`config.mk`:
```
export PLATFORM = sky130hd
export DESIGN_NAME = ro_meas_ctrl
export DESIGN_NICKNAME = d
export VERILOG_FILES = /design/src/rtl/ro_meas_pkg.sv /design/src/rtl/ro_edge_sync.sv /design/src/rtl/ro_meas_ctrl.sv
export SDC_FILE = /design/constraint.sdc
export NUM_CORES = 1
export LEC_CHECK = 0
export ABC_AREA = 1
export CELL_PAD_IN_SITES_DETAIL_PLACEMENT = 2
export CELL_PAD_IN_SITES_GLOBAL_PLACEMENT = 2
export CORE_MARGIN = 5
export CORE_UTILIZATION = 34
export DETAILED_ROUTE_END_ITERATION = 8
export GPL_TIMING_DRIVEN = 0
export PLACE_DENSITY = 0.9
export SYNTH_ARGS = -nofsm -noshare
export SYNTH_HDL_FRONTEND = slang
export SYNTH_SLANG_ARGS = --single-unit
```
`constraint.sdc`:
```
create_clock -name clk -period 3 [get_ports clk]
set_input_delay 0.6 -clock clk [delete_from_list [all_inputs] [get_ports clk]]
set_output_delay 0.6 -clock clk [all_outputs]
set_load 0.01 [all_outputs]
```
`src/rtl/ro_meas_pkg.sv`:
```
// Shared types and helpers for the ring-oscillator measurement sequencer.
package ro_meas_pkg;

    // state | meaning
    // IDLE    | all rings disabled, waiting for a start request
    // SETTLE  | selected ring enabled, letting it and the synchronizer settle
    // MEASURE | gate window open, counting synchronized rising edges
    // FINISH  | ring disabled, result valid, done pulsed for one cycle
    typedef enum logic [1:0] {
        IDLE    = 2'd0,
        SETTLE  = 2'd1,
        MEASURE = 2'd2,
        FINISH  = 2'd3
    } measState_t;

    localparam int DEFAULT_SETTLE_CYC = 8;

    // Ring-select width; a single ring still gets a 1-bit select.
    function automatic int selWidth(input int n);
        return (n > 1) ? $clog2(n) : 1;
    endfunction

endpackage

```
`src/rtl/ro_edge_sync.sv`:
```
// Two-flop synchronizer for one ring output, plus a third flop that turns
// the synchronized level into a single-cycle rising-edge pulse.
module ro_edge_sync (
    input  logic clk,
    input  logic reset,
    input  logic asyncIn,
    output logic risePulse
);

    logic sync1;
    logic sync2;
    logic sync3;

    // Shift the raw ring output through the synchronizer and compare stage.
    always_ff @(posedge clk) begin
        if (reset) begin
            sync1 <= 1'b0;
            sync2 <= 1'b0;
            sync3 <= 1'b0;
        end else begin
            sync1 <= asyncIn;
            sync2 <= sync1;
            sync3 <= sync2;
        end
    end

    assign risePulse = sync2 & ~sync3;

endmodule

```
`src/rtl/ro_meas_ctrl.sv`:
```
// Ring-oscillator measurement sequencer: enables one ring at a time, waits
// for it to settle, counts its rising edges over a gate window of clk
// cycles, reports the count and disables the ring again.
//
// state | meaning
// IDLE    | all rings off; a valid start enables a ring, a bad sel flags sel_err
// SETTLE  | ring on, edges ignored while the ring and synchronizer settle
// MEASURE | gate down-counter running, synchronized edges counted (saturating)
// FINISH  | ring off, busy low, done high for this one cycle
module ro_meas_ctrl
    import ro_meas_pkg::*;
#(
    parameter  int N_RO       = 2,
    parameter  int GATE_W     = 16,
    parameter  int CNT_W      = 16,
    parameter  int SETTLE_CYC = DEFAULT_SETTLE_CYC,
    localparam int SEL_W      = selWidth(N_RO)
) (
    input  logic              clk,
    input  logic              reset,
    input  logic              start,
    input  logic [SEL_W-1:0]  sel,
    input  logic [GATE_W-1:0] gate_cycles,
    input  logic [N_RO-1:0]   ro_clk,
    output logic [N_RO-1:0]   ro_en,
    output logic              busy,
    output logic              done,
    output logic [CNT_W-1:0]  count,
    output logic              overflow,
    output logic              sel_err
);

    localparam int                SCNT_W      = $clog2(SETTLE_CYC) + 1;
    localparam logic [SCNT_W-1:0] SETTLE_LOAD = SCNT_W'(SETTLE_CYC - 1);
    localparam logic [SEL_W:0]    SEL_LIMIT   = (SEL_W + 1)'(N_RO);
    localparam logic [CNT_W-1:0]  CNT_MAX     = '1;

    measState_t        state;
    measState_t        stateNext;
    logic [SEL_W-1:0]  selReg;
    logic [GATE_W-1:0] gateReg;
    logic [GATE_W-1:0] gateCnt;
    logic [SCNT_W-1:0] settleCnt;
    logic [N_RO-1:0]   enReg;
    logic [N_RO-1:0]   enOneHot;
    logic [CNT_W-1:0]  countReg;
    logic              overflowReg;
    logic              selErrReg;
    logic              errDone;
    logic              accept;
    logic              errStart;
    logic              selBad;
    logic              settleZero;
    logic              gateZero;
    logic              loadGate;
    logic              countEn;
    logic              edgePulse;

    assign selBad     = ({1'b0, sel} >= SEL_LIMIT);
    assign enOneHot   = N_RO'(1) << sel;
    assign settleZero = (settleCnt == '0);
    assign gateZero   = (gateCnt == '0);
    assign loadGate   = (state == SETTLE) && settleZero;
    assign countEn    = (state == MEASURE) && !gateZero && edgePulse;

    // selReg only changes on an accepted start, so the mux is static while busy.
    ro_edge_sync u_edgeSync (
        .clk       (clk),
        .reset     (reset),
        .asyncIn   (ro_clk[selReg]),
        .risePulse (edgePulse)
    );

    // State register.
    always_ff @(posedge clk) begin
        if (reset) begin
            state <= IDLE;
        end else begin
            state <= stateNext;
        end
    end

    // Next-state decode; a start during the error done pulse is ignored too.
    always_comb begin
        stateNext = state;
        accept    = 1'b0;
        errStart  = 1'b0;
        case (state)
            IDLE: begin
                if (start && !errDone) begin
                    if (selBad) begin
                        errStart = 1'b1;
                    end else begin
                        accept    = 1'b1;
                        stateNext = SETTLE;
                    end
                end
            end
            SETTLE:  if (settleZero) stateNext = MEASURE;
            MEASURE: if (gateZero) stateNext = FINISH;
            FINISH:  stateNext = IDLE;
            default: stateNext = IDLE;
        endcase
    end

    // Latches, timers, ring enable and the saturating edge counter.
    always_ff @(posedge clk) begin
        if (reset) begin
            selReg      <= '0;
            gateReg     <= '0;
            gateCnt     <= '0;
            settleCnt   <= '0;
            enReg       <= '0;
            countReg    <= '0;
            overflowReg <= 1'b0;
            selErrReg   <= 1'b0;
            errDone     <= 1'b0;
        end else begin
            errDone <= errStart;
            if (errStart) begin
                selErrReg <= 1'b1;
                countReg  <= '0;
            end
            if (accept) begin
                selReg    <= sel;
                gateReg   <= gate_cycles;
                settleCnt <= SETTLE_LOAD;
                enReg     <= enOneHot;
                selErrReg <= 1'b0;
            end
            if ((state == SETTLE) && !settleZero) begin
                settleCnt <= settleCnt - 1'b1;
            end
            if (loadGate) begin
                gateCnt     <= gateReg;
                countReg    <= '0;
                overflowReg <= 1'b0;
            end
            if (state == MEASURE) begin
                if (gateZero) begin
                    enReg <= '0;
                end else begin
                    gateCnt <= gateCnt - 1'b1;
                end
            end
            // An edge arriving with the counter already full is a lost edge.
            if (countEn) begin
                if (countReg == CNT_MAX) begin
                    overflowReg <= 1'b1;
                end else begin
                    countReg <= countReg + 1'b1;
                end
            end
        end
    end

    assign ro_en    = enReg;
    assign busy     = (state == SETTLE) || (state == MEASURE);
    assign done     = (state == FINISH) || errDone;
    assign count    = countReg;
    assign overflow = overflowReg;
    assign sel_err  = selErrReg;

endmodule

```
## After elaboration in Yosys (flattened, before gate mapping)

Cells that the tools add are included.
Widths: inputs -> output; s select.

- $add $sub $neg: 3
- Mux-type cells: 22
- Order comparisons: 1
- Bitwise gates (word level): 2
- Eq/ne operators: 7
- Shift-type cells: 1
- Reductions and logical operators: 12

Operators with widths:

| cell | count |
|---|---|
| $mux 16 | 6 |
| $add 16x1->16 const B | 1 |
| $eq 16x16->1 const B | 1 |
| $logic_not 16->1 | 1 |
| $sub 16x1->16 const B | 1 |
| $mux 2 | 6 |
| $mux 4 | 2 |
| $pmux 2 s4 | 1 |
| $mux 1 | 7 |
| $ne 2x2->1 const B | 3 |
| $eq 2x2->1 const B | 2 |
| $logic_and 1x1->1 | 4 |
| $logic_not 4->1 | 1 |
| $sub 4x1->4 const B | 1 |
| $reduce_and 3->1 | 1 |
| $eq 2x1->1 const B | 1 |
| $logic_not 1->1 | 2 |
| $logic_not 2->1 | 1 |
| $lt 1x2->1 const B | 1 |
| $reduce_bool 2->1 | 1 |
| $shl 1x1->2 const A | 1 |
| $and 1x1->1 | 1 |
| $logic_or 1x1->1 | 1 |
| $not 1->1 | 1 |

- Register bits after elaboration: 61
- Logic and storage cells: 59

## Depth between registers and ports, before layout

Gate-level depths: netlist of run 1.

- Depth in word-level cells: 5
- Mapped depth: 11
- Gate-level depth less buffers: 10

## By module

From an unflattened synthesis of run 1, not the netlist that was laid out.

- Cells, all modules: 490
- Area total of the unflattened synthesis: 3,474.6 um^2

By module, submodules not included:

| module | cells each | area each (um^2) | times used | sequential area each (um^2) |
|---|---|---|---|---|
| ro_meas_ctrl | 480 | 3,388.2 | 1 | 1,161.1 |
| ro_edge_sync | 10 | 86.3 | 1 | 60.1 |

## Worst setup path after synthesis of run 1

OpenSTA, ideal clock, no wires.

- Path type: flip-flop to flip-flop
- From: register countReg[0], in the netlist count[0]
- To: register countReg[7], in the netlist count[7]
- Period minus slack after synthesis: 1,569 ps
- Cell stages (with the launch flop): 11
- Path slack: 1,431 ps
- Library setup time: 140 ps
- Data arrival time: 1,429 ps
- Buffers on the path: 0
- Path through: dfxtp_1 -> ha_1 -> nand2_2 -> nor2_4 -> nand2_2 -> nor2_4 -> inv_1 -> nand2_1 -> nand2_1 -> nand2_1 -> a21oi_2

- Word-level cells in the longest chain between the ends: 3
- Elaborated cells between the ends (all ways): 4
- Classes of those cells: add/sub: 1; eq/ne: 1; mux: 2

Ends and longest elaborated chain:

| item | line | text |
|---|---|---|
| from (decl) | ro_meas_ctrl.sv:46 | `logic [CNT_W-1:0] countReg;` |
| from (signal assigned) | ro_meas_ctrl.sv:151 | `countReg <= countReg + 1'b1;` |
| $add 16x1->16 / $eq 16x16->1 (equally long branches) | ro_meas_ctrl.sv:151, ro_meas_ctrl.sv:148 |  |
| $mux 16 * | ro_meas_ctrl.sv:148 | `if (countReg == CNT_MAX) begin` |
| $mux 16 * | ro_meas_ctrl.sv:147 | `if (countEn) begin` |

Every way passes the cells marked *; elsewhere a longest branch is shown, timed or not.
A chain may end at the register's enable or synchronous reset.

## Worst setup path after layout of run 1

- From: register state[0]
- To: output busy

- Word-level cells in the longest chain between the ends: 2
- Elaborated cells between the ends (all ways): 3
- Classes of those cells: eq/ne: 2; reduce/logical: 1

Ends and longest elaborated chain:

| item | line | text |
|---|---|---|
| from (decl) | ro_meas_ctrl.sv:38 | `measState_t state;` |
| from (signal assigned) | ro_meas_ctrl.sv:79 | `state <= stateNext;` |
| $eq 2x1->1 / $eq 2x2->1 (equally long branches) | ro_meas_ctrl.sv:158 | `assign busy = (state == SETTLE) \|\| (state == MEASURE);` |
| $logic_or 1x1->1 * | ro_meas_ctrl.sv:158 |  |
| to (decl) | ro_meas_ctrl.sv:26 | `output logic busy,` |

Marks and branches as above.

==> results of run 1 <==
## cell type report
type	instances	area [um^2]
well taps	136	170
clock buffers	13	149
flip-flops and latches	61	1220
inverters	55	206
fillers	1206	5920
multi-input cells	360	1930
plain buffers	19	116
clock inverters	2	10.0
repair buffers	41	410
## power breakdown
part / leakage [nW] / switching [mW] / internal, mW
clock: 0.0833 / 0.330 / 0.316
combinational: 1.09 / 1.36 / 0.735
sequential: 0.499 / 0.194 / 1.02
## kinds of logic after synthesis
family	count (synthesis)	synth area share (%)
DFF	61	35.1
and+or+nand+nor	231	31.7
AOI/OAI and AO/OA	104	16.7
xor gates and xnor gates	14	3.53
other	1	0.108
adders and majority gates	10	3.60
buffers and inverters	74	9.28
## Yosys cell counts, types with 2 or more instances
master	count
buf_2	6
nor2_1	55
o21ai_1	9
nand2_4	4
clkbuf_1	6
o21ai_0	41
a21oi_2	10
buf_6	2
buf_4	3
nor2_2	7
nand2_1	107
a21oi_1	37
nand2_2	6
nand3_2	5
nor2_4	9
inv_2	3
nand3_1	24
xnor2_1	5
nor3_1	4
inv_1	52
dfxtp_1	61
nand4_1	6
ha_1	10
xor2_1	9
## per-stage QoR
stage | power, mW | cells | instance area (um^2) | util [%]
6_report | 3.96 | 687 | 4220 | 41.6
5_1_grt | 4.30 | 687 | 4220 | 41.6
4_1_cts | 4.00 | 687 | 4220 | 41.6
3_5_place_dp | 3.30 | 672 | 4060 | 40.0
3_3_place_gp | 3.12 | 672 | 4060 | 40.0
2_1_floorplan | 2.70 | 495 | 3480 | -
## cells in the final DEF (no fill, tap or decap), types with 2 or more instances in the layout
master             n
clkbuf_1           9
nand3_1           24
ha_1              10
xor2_1             9
buf_6              2
nand3_2            5
o21ai_1            9
buf_4              3
clkdlybuf4s50_1   41
nor2_4             9
nand2_1          107
nand2_2            6
nor2_1            55
inv_1             52
xnor2_1            5
dfxtp_1           61
buf_2              6
nor2_2             7
nand2_4            4
nor3_1             4
clkinv_2           2
clkbuf_8          10
a21oi_1           37
inv_2              3
a21oi_2           10
nand4_1            6
o21ai_0           41
## registers in the layout (all words and copies together) (netlist names)
signal and flops:
overflow 1, state 2, gateReg 16, settleCnt 4, ro_en 2, u_edgeSync.sync1 1
u_edgeSync.sync3 1, count 16, gateCnt 16, u_edgeSync.sync2 1, selReg 1
## how the worst min path moves through the flow
stage | to | slack, ps | depth (start not counted)
global placement | u_edgeSync.sync2$_SDFF_PP0_ | 400 | 2
global route | u_edgeSync.sync2$_SDFF_PP0_ | 470 | 2
detailed placement | u_edgeSync.sync2$_SDFF_PP0_ | 420 | 2
finish | u_edgeSync.sync2$_SDFF_PP0_ | 420 | 2
floorplan | u_edgeSync.sync2$_SDFF_PP0_ | 390 | 2
CTS | u_edgeSync.sync2$_SDFF_PP0_ | 430 | 2
## worst max-delay path, cell delays in order, from the launching register on
cell             delay [ps]
dfxtp_1                 370
inv_1                   110
ha_1                    310
clkdlybuf4s50_1         540
## metal layers
metal / GRT usage [%] / vias up / routed length, um / part of all wire, %
li1: - / 1689 / - / -
met1: 24.2 / 1788 / 5470 / 45
met2: 36.9 / 54 / 6240 / 51
met3: 3.33 / 23 / 266 / 2.2
met4: 7.70 / 0 / 278 / 2.3
met5: 0 / - / 0 / 0
==> metrics.csv, run 1 <==
stage,metric,value,unit
status,status,"finished, final reports clean",
die,die_h,111,um
sta,rsz0062_at_grt,false,
global_route,overflow,0,
drt,vias,3554,
clocking,clockBufferDepth,2,
critical_path,worstSetupStartpointType,register,
sta,fin_ws,735,ps
sta,tightest_slew,856,ps
synthesis,ys_seq_area_share,35.1,%
synthesis,yosysTopAreaCell,dfxtp_1,
sta,drv_slew,0,
power_and_ir_drop,leakage,1.67,nW
die,start_util,34.3,%
critical_path,r2r-end,count[1]$_SDFF_PP0_,
clocking,htree_levels,3,
sta,final.setup.tns,0,ps
sta,post-route-min-period,2270,ps
die,die_x,111,um
placed_design,portBuffers,41,
critical_path,crit-reg2reg-launch,count[0]$_SDFF_PP0_,
die,rows,37,
synthesis,netlist_instances,495,
critical_path,critPathKind,reg -> out,
drt,vias_per_cell,5.17,
placed_design,pre_cts_ws,742,ps
placed_design,place_hpwl,8850,um
die,num_io_pins,44,
drt,routed_wl,12300,um
placed_design,gp_congestion,0.821,
worst_hold_path,hold_start,u_edgeSync.sync1$_SDFF_PP0_,
critical_path,regToRegSetupSlack,1140,ps
critical_path,cp.arrival,1670,ps
synthesis,synth_top_area_share,35.1,%
critical_path,r2r_cells,10,
critical_path,worstSetupEndpoint,busy,
global_route,track_usage,20.4,%
die,fp.coreArea,0.0101,mm^2
global_route,grt_pass1_wl,20500,um
drt,drt_iter0_markers,115,
critical_path,cp_max_fo,4,
worst_hold_path,min_path_type,reg -> reg,
synthesis,yosysUniqueCellTypes,38,
clocking,root_buffer,clkbuf_8,
clocking,clk_pin_slew,70,ps
drt,antenna_left,0,
drt,first_pass_iters,4,
final_layout,final_nets,579,
clocking,cts_tree,yes,
flow_run,drv_cap,0,
power_and_ir_drop,vdd_drop_max,0.360,mV
final_layout,syn2layout_area_growth,21.3,%
synthesis,synth.avg_cell_area,7.03,um^2
global_route,grt_antenna_before_repair,0,
synthesis,ys_ff_latch,61,
final_layout,drive_gt1_share,12.9,%
critical_path,endpoint_kind,output pin,
sta,finalCritPeriodShare,75.5,%
clocking,cts_resized,0,
synthesis,synth_fp_nets,527,
sta,max_freq,0.441,GHz
critical_path,worstSetupStartpoint,state[0]$_SDFFE_PP0P_,
sta,setup_violations,0,
final_layout,diodes,0,
clocking,numClockSinks,61,
clocking,clk_latency,340,ps
clocking,post_cts_buffers,0,
drt,wl_per_cell,17.8,um
power_and_ir_drop,p_per_area,938,mW/mm^2
synthesis,ys_warn_count,0,
sta,hold-worst-slack,424,ps
synthesis,synthArstFlopShare,0,%
sta,relSlewSlack,42.9,%
global_route,grt_start_max_net_pins,11,
global_route,grt_pass1_vias,4106,
die,die_area,0.0124,mm^2
drt,route.detailed.drc,0,
synthesis,synth.area.top_cells,"dfxtp_1 35%, nand2_1 12%, nor2_1 5.9%",
sta,hold_viol_final,0,
clocking,hold_buffers,0,
clocking,cts_made_buffers,9,
synthesis,netlist_area,0.00348,mm^2
synthesis,synthFlopType,dfxtp_1,
critical_path,cp.required,2400,ps
synthesis,synth-edff-count,0,
sta,fin_skew,8.46,ps
(Power assumes the default switching activity.)
==> run 2, diff against run 1 <==
--- a/config.mk
+++ b/config.mk
@@ -9,10 +9,10 @@
 export CELL_PAD_IN_SITES_DETAIL_PLACEMENT = 2
 export CELL_PAD_IN_SITES_GLOBAL_PLACEMENT = 2
 export CORE_MARGIN = 5
-export CORE_UTILIZATION = 34
+export CORE_UTILIZATION = 28
 export DETAILED_ROUTE_END_ITERATION = 8
 export GPL_TIMING_DRIVEN = 0
-export PLACE_DENSITY = 0.9
+export PLACE_DENSITY = 0.8
 export SYNTH_ARGS = -nofsm -noshare
 export SYNTH_HDL_FRONTEND = slang
 export SYNTH_SLANG_ARGS = --single-unit
==> constraint.sdc (replaced) <==
create_clock -name clk -period 1.9 [get_ports clk]
set_input_delay 0.38 -clock clk [delete_from_list [all_inputs] [get_ports clk]]
set_output_delay 0.38 -clock clk [all_outputs]
set_load 0.01 [all_outputs]
==> run 2 against run 1 <==
  * Largest power group unchanged
  * Highest routed layer unchanged
  * Global-route usage down 3.9 points
  * Via count fell by 3.8%
  * Final cell count rose by 4.8%
==> metrics.csv, run 2 (same netlist as run 1, synthesis figures left out) <==
stage,metric,value,unit
status,status,"finished, final reports clean",
clocking,clk_pin_slew,50,ps
die,die_area,0.0148,mm^2
sta,hold-worst-slack,417,ps
critical_path,crit_path_max_incr_delay,370,ps
clocking,clockBufferDepth,2,
die,fp.coreArea,0.0121,mm^2
sta,relSlewSlack,47.2,%
final_layout,syn2layout_area_growth,26.3,%
final_layout,diodes,0,
global_route,grt_pass1_vias,3896,
global_route,grt_start_max_net_pins,11,
placed_design,dpl.cell_count,704,
placed_design,gp_congestion,0.804,
sta,tightest_slew,793,ps
final_layout,multiInputGateArea,0.00195,mm^2
final_layout,drive_gt1_share,14.1,%
worst_hold_path,min_path_cells,2,
critical_path,cp.required,1520,ps
placed_design,portBuffers,41,
critical_path,cp.arrival,1420,ps
clocking,cts_resized,1,
critical_path,cp_max_fo,4,
sta,fin_ws,95.9,ps
power_and_ir_drop,leakage,1.72,nW
critical_path,endpoint_kind,output pin,
final_layout,final_nets,579,
final_layout,fin_cells,720,
final_layout,fillers,1481,
global_route,overflow,0,
critical_path,worstSetupStartpointType,register,
sta,fin_skew,4.81,ps
drt,first_pass_iters,4,
global_route,grt_pass1_wl,19200,um
final_layout,seq_area,0.00122,mm^2
critical_path,critPathKind,reg -> out,
final_layout,final_util,36.3,%
clocking,cts_tree,yes,
power_and_ir_drop,vdd_drop_max,0.499,mV
power_and_ir_drop,p_per_area,1530,mW/mm^2
clocking,numClockSinks,61,
die,die_h,121,um
drt,drt_iter0_markers,80,
global_route,grt_antenna_before_repair,0,
sta,max_freq,0.554,GHz
drt,routed_wl,11600,um
clocking,htree_levels,3,
die,num_io_pins,44,
drt,route.detailed.drc,0,
clocking,root_buffer,clkbuf_16,
drt,vias_per_cell,4.75,
worst_hold_path,min_path_type,reg -> reg,
final_layout,final_common_cell,nand2_1,
critical_path,path_cells,"inv_1, ha_1, dlygate4sd2_1",
global_route,track_usage,16.6,%
die,rows,40,
clocking,post_cts_buffers,0,
clocking,cts_made_buffers,9,
sta,drv_slew,0,
final_layout,final_cell_mix,"106 x nand2_1, 59 x dfxtp_1, 55 x nor2_1",
sta,post-route-min-period,1800,ps
placed_design,place_hpwl,8660,um
die,die_x,121,um
sta,finalCritPeriodShare,95.0,%
critical_path,cp_slowest_cell,dfxtp_1,
flow_run,drv_cap,0,
drt,wl_per_cell,16.1,um
drt,vias,3420,
sta,hold_viol_final,0,
drt,antenna_left,0,
sta,setup_violations,0,
sta,final.setup.tns,0,ps
die,start_util,28.7,%
placed_design,pre_cts_ws,-33.6,ps
sta,rsz0062_at_grt,true,
critical_path,r2r_cells,7,
clocking,clk_latency,330,ps
clocking,hold_buffers,0,
-- run 2: cell types whose count changed in the layout (fill, tap and decap cells not counted), sizes merged --
cell / previous run / this run
clkinvlp: 0 / 1
dlygate4sd2: 0 / 1
clkinv: 2 / 3
clkdlybuf4s50: 41 / 40
clkbuf: 19 / 18
-- run 2: path summary, 6_finish.rpt --
path | slack, ps | start | to
setup / recovery | 100 | state[0]$_SDFFE_PP0P_ | busy
hold / removal | 420 | u_edgeSync.sync1$_SDFF_PP0_ | u_edgeSync.sync2$_SDFF_PP0_
setup reg to reg | 130 | settleCnt[0]$_SDFFE_PP0P_ | settleCnt[0]$_SDFFE_PP0P_
hold reg to reg | 420 | u_edgeSync.sync1$_SDFF_PP0_ | u_edgeSync.sync2$_SDFF_PP0_
-- run 2: metrics by stage --
step           cell area, um^2  power [mW]
2_1_floorplan             3480        4.27
3_3_place_gp              4100        4.96
3_5_place_dp              4100        5.22
4_1_cts                   4380        6.82
5_1_grt                   4390        7.30
6_report                  4390        6.72
-- run 2: worst max-delay path: cells and delay by family, from the launching register on --
kind / cells / cell delay [ps]
adder cells (fa/ha/maj): 1 / 320
buffers and inverters: 2 / 400
flip-flops: 1 / 370
-- run 2: cell type report --
type	instances	area share (%)
clock buffers	12	5.84
plain buffers	19	2.65
inverters	55	4.70
clock inverters	4	0.513
flip-flops and latches	61	27.8
multi-input cells	360	44.4
repair buffers	41	9.31
well taps	168	4.78
-- run 2: where the power goes --
part	switching [mW]	leakage [nW]	internal, mW
combinational	2.11	1.09	1.15
sequential	0.301	0.500	1.61
clock	0.601	0.138	0.947
total	3.02	1.72	3.70
-- run 2: metal layers --
metal / vias up / track usage (%) / routed length, um
li1: 1693 / - / -
met1: 1675 / 19.6 / 5210
met2: 38 / 29.9 / 5940
met3: 14 / 1.91 / 221
met4: 0 / 7.14 / 229
met5: - / 0 / 0
==> run 3, diff against run 2 <==
--- a/config.mk
+++ b/config.mk
@@ -13,6 +13,7 @@
 export DETAILED_ROUTE_END_ITERATION = 8
 export GPL_TIMING_DRIVEN = 0
 export PLACE_DENSITY = 0.8
+export SETUP_SLACK_MARGIN = 0.4
 export SYNTH_ARGS = -nofsm -noshare
 export SYNTH_HDL_FRONTEND = slang
 export SYNTH_SLANG_ARGS = --single-unit
==> run 3 against run 2 <==
  * Non-clock buffer count is 25 higher
  * Global-route usage is 1.3 points higher
  * Sequential power is 5% higher
  * Flip-flop and latch count stayed put
  * Final cell count is 3.6% higher
  * Count of clock-buffer cells in the layout stayed put
  * Design area is 12% higher
  * Critical path type is now reg -> reg
  * Largest cell class unchanged
  * Largest power group unchanged
==> metrics.csv, run 3 (same netlist as run 1, synthesis figures left out) <==
stage,metric,value,unit
drt,vias,3632,
drt,wl_per_cell,18.3,um
status,status,"finished, final reports clean",
power_and_ir_drop,vdd_drop_max,0.670,mV
sta,setup_violations,0,
worst_hold_path,min_path_cells,2,
power_and_ir_drop,power,7.91,mW
die,die_x,121,um
critical_path,crit_path_max_incr_delay,410,ps
sta,post-route-min-period,1630,ps
drt,vias_per_cell,4.87,
clocking,clockBufferDepth,2,
clocking,clk_pin_slew,60,ps
critical_path,r2r-end,count[6]$_SDFF_PP0_,
die,num_io_pins,44,
power_and_ir_drop,p_int,4.44,mW
clocking,numClockSinks,61,
placed_design,gp_congestion,0.799,
final_layout,final_common_cell,nand2_1,
final_layout,syn2layout_area_growth,40.9,%
sta,drv_slew,0,
sta,max_freq,0.614,GHz
sta,fin_skew,8.16,ps
die,start_util,28.7,%
critical_path,cp_slowest_cell,dfxtp_4,
global_route,overflow,0,
critical_path,cp_max_fo,5,
die,fp.coreArea,0.0121,mm^2
placed_design,dpl-instance-area,0.00410,mm^2
global_route,grt_pass1_wl,20500,um
placed_design,portBuffers,41,
final_layout,final_cell_area,0.00490,mm^2
clocking,htree_levels,3,
critical_path,crit-reg2reg-launch,count[0]$_SDFF_PP0_,
final_layout,fillers,1398,
drt,route.detailed.drc,0,
drt,drt_iter0_markers,122,
global_route,grt_pass1_vias,3887,
power_and_ir_drop,p_sw,3.47,mW
clocking,cts_made_buffers,9,
critical_path,cp.arrival,1890,ps
drt,antenna_left,0,
sta,rsz0062_at_grt,true,
final_layout,final_nets,605,
power_and_ir_drop,comb_power_share,51.4,%
clocking,cts_tree,yes,
power_and_ir_drop,pwr-share-seq,25.5,%
sta,tightest_slew,667,ps
power_and_ir_drop,leakage,2.06,nW
final_layout,diodes,0,
flow_run,drv_cap,0,
critical_path,r2r_cells,9,
global_route,grt_antenna_before_repair,0,
worst_hold_path,min_path_type,reg -> reg,
sta,hold_viol_final,0,
critical_path,endpoint_kind,register,
global_route,grt_start_max_net_pins,11,
drt,routed_wl,13600,um
sta,finalCritPeriodShare,85.7,%
clocking,root_buffer,clkbuf_16,
die,die_area,0.0148,mm^2
final_layout,fin_cells,746,
critical_path,cp.required,2160,ps
power_and_ir_drop,p_per_area,1610,mW/mm^2
power_and_ir_drop,p_clk_share,23.2,%
die,die_h,121,um
worst_hold_path,holdPathEnd,u_edgeSync.sync2$_SDFF_PP0_,
global_route,track_usage,17.9,%
final_layout,final_cell_mix,"99 x nand2_1, 47 x nor2_1, 43 x inv_1",
critical_path,critPathKind,reg -> reg,
sta,relSlewSlack,55.5,%
placed_design,place_hpwl,8490,um
critical_path,path_cells,"ha_4, nand2_4, nor2_4, nand2_2, nor2_4, nand2_4, nand2_2, nand2_1, a21oi_2",
sta,final.setup.tns,0,ps
clocking,clk_latency,340,ps
power_and_ir_drop,swShare,43.8,%
placed_design,dpl.cell_count,704,
drt,first_pass_iters,4,
critical_path,worstSetupStartpointType,register,
final_layout,drive_gt1_share,29.8,%
worst_hold_path,hold_start,u_edgeSync.sync1$_SDFF_PP0_,
die,rows,40,
critical_path,regToRegSetupSlack,270,ps
run 3: cell types whose count changed in the layout (fill, tap and decap cells not counted), sizes merged:
cell and delta:
buf +25, bufinv +2, clkbuf +2, clkdlybuf4s50 -20
clkinv -1, clkinvlp -1, dlygate4sd2 +18, nand2 +1
run 3: worst max path at each step:
| stage | from | end | slack [ps] |
|---|---|---|---|
| detailed placement | start | gateReg[6]$_SDFFE_PP0P_ | -30 |
| floorplan | count[0]$_SDFF_PP0_ | count[7]$_SDFF_PP0_ | 430 |
| CTS | state[0]$_SDFFE_PP0P_ | busy | 170 |
| global route | state[1]$_SDFFE_PP0P_ | gateCnt[13]$_SDFF_PP0_ | 250 |
| global placement | start | ro_en[0]$_SDFF_PP0_ | 40 |
| finish | count[0]$_SDFF_PP0_ | count[6]$_SDFF_PP0_ | 270 |
run 3: per-layer routing:
layer | vias to the layer above | wire (um) | track usage (%)
met2 | 52 | 7090 | 31.8
met1 | 1807 | 5860 | 21.8
met3 | 19 | 390 | 2.42
met4 | 0 | 308 | 6.86
met5 | - | 0 | 0
li1 | 1754 | - | -
run 3: critical path, delay by kind of cell (launching register included):
| family | cells | cell delay (ps) |
|---|---|---|
| adders and majority gates | 1 | 180 |
| DFF | 1 | 410 |
| AOI/OAI and AO/OA | 1 | 150 |
| and+or+nand+nor | 7 | 800 |
run 3: layout make-up:
type / instances / area [um^2] / share of cell area [%]
plain buffers: 19 / 159 / 3.24
repair buffers: 66 / 586 / 11.9
clock buffers: 12 / 256 / 5.23
flip-flops and latches: 61 / 1270 / 26.0
well taps: 168 / 210 / 4.29
multi-input cells: 361 / 2130 / 43.5
inverters: 55 / 214 / 4.37
clock inverters: 4 / 70.1 / 1.43
run 3: power by group through the flow:
stage | Clock, mW | Sequential (mW) | Combinational [mW]
2_1_floorplan | 0 | 1.84 | 2.42
3_3_place_gp | 0 | 1.90 | 3.06
3_5_place_dp | 0 | 1.93 | 3.24
4_1_cts | 1.87 | 1.93 | 3.63
5_1_grt | 1.94 | 2.06 | 4.45
6_report | 1.83 | 2.01 | 4.06
run 3: per-stage QoR:
stage               setup WS [ps]  hold slack (ps)  utilization, %
floorplan                     431              388               -
global placement             40.5              408            33.9
detailed placement          -25.8              402            33.9
CTS                           165              406            37.8
global route                  246              433            40.5
finish                        272              418            40.5
run 3: timing repair:
item                                    CTS  global route
resized for setup                        75            69
setup buffers                             5            20
endpoints found under the setup margin   80            53
pin swaps                                 5            15
cloned                                    0             1
hold buffers                              0             0
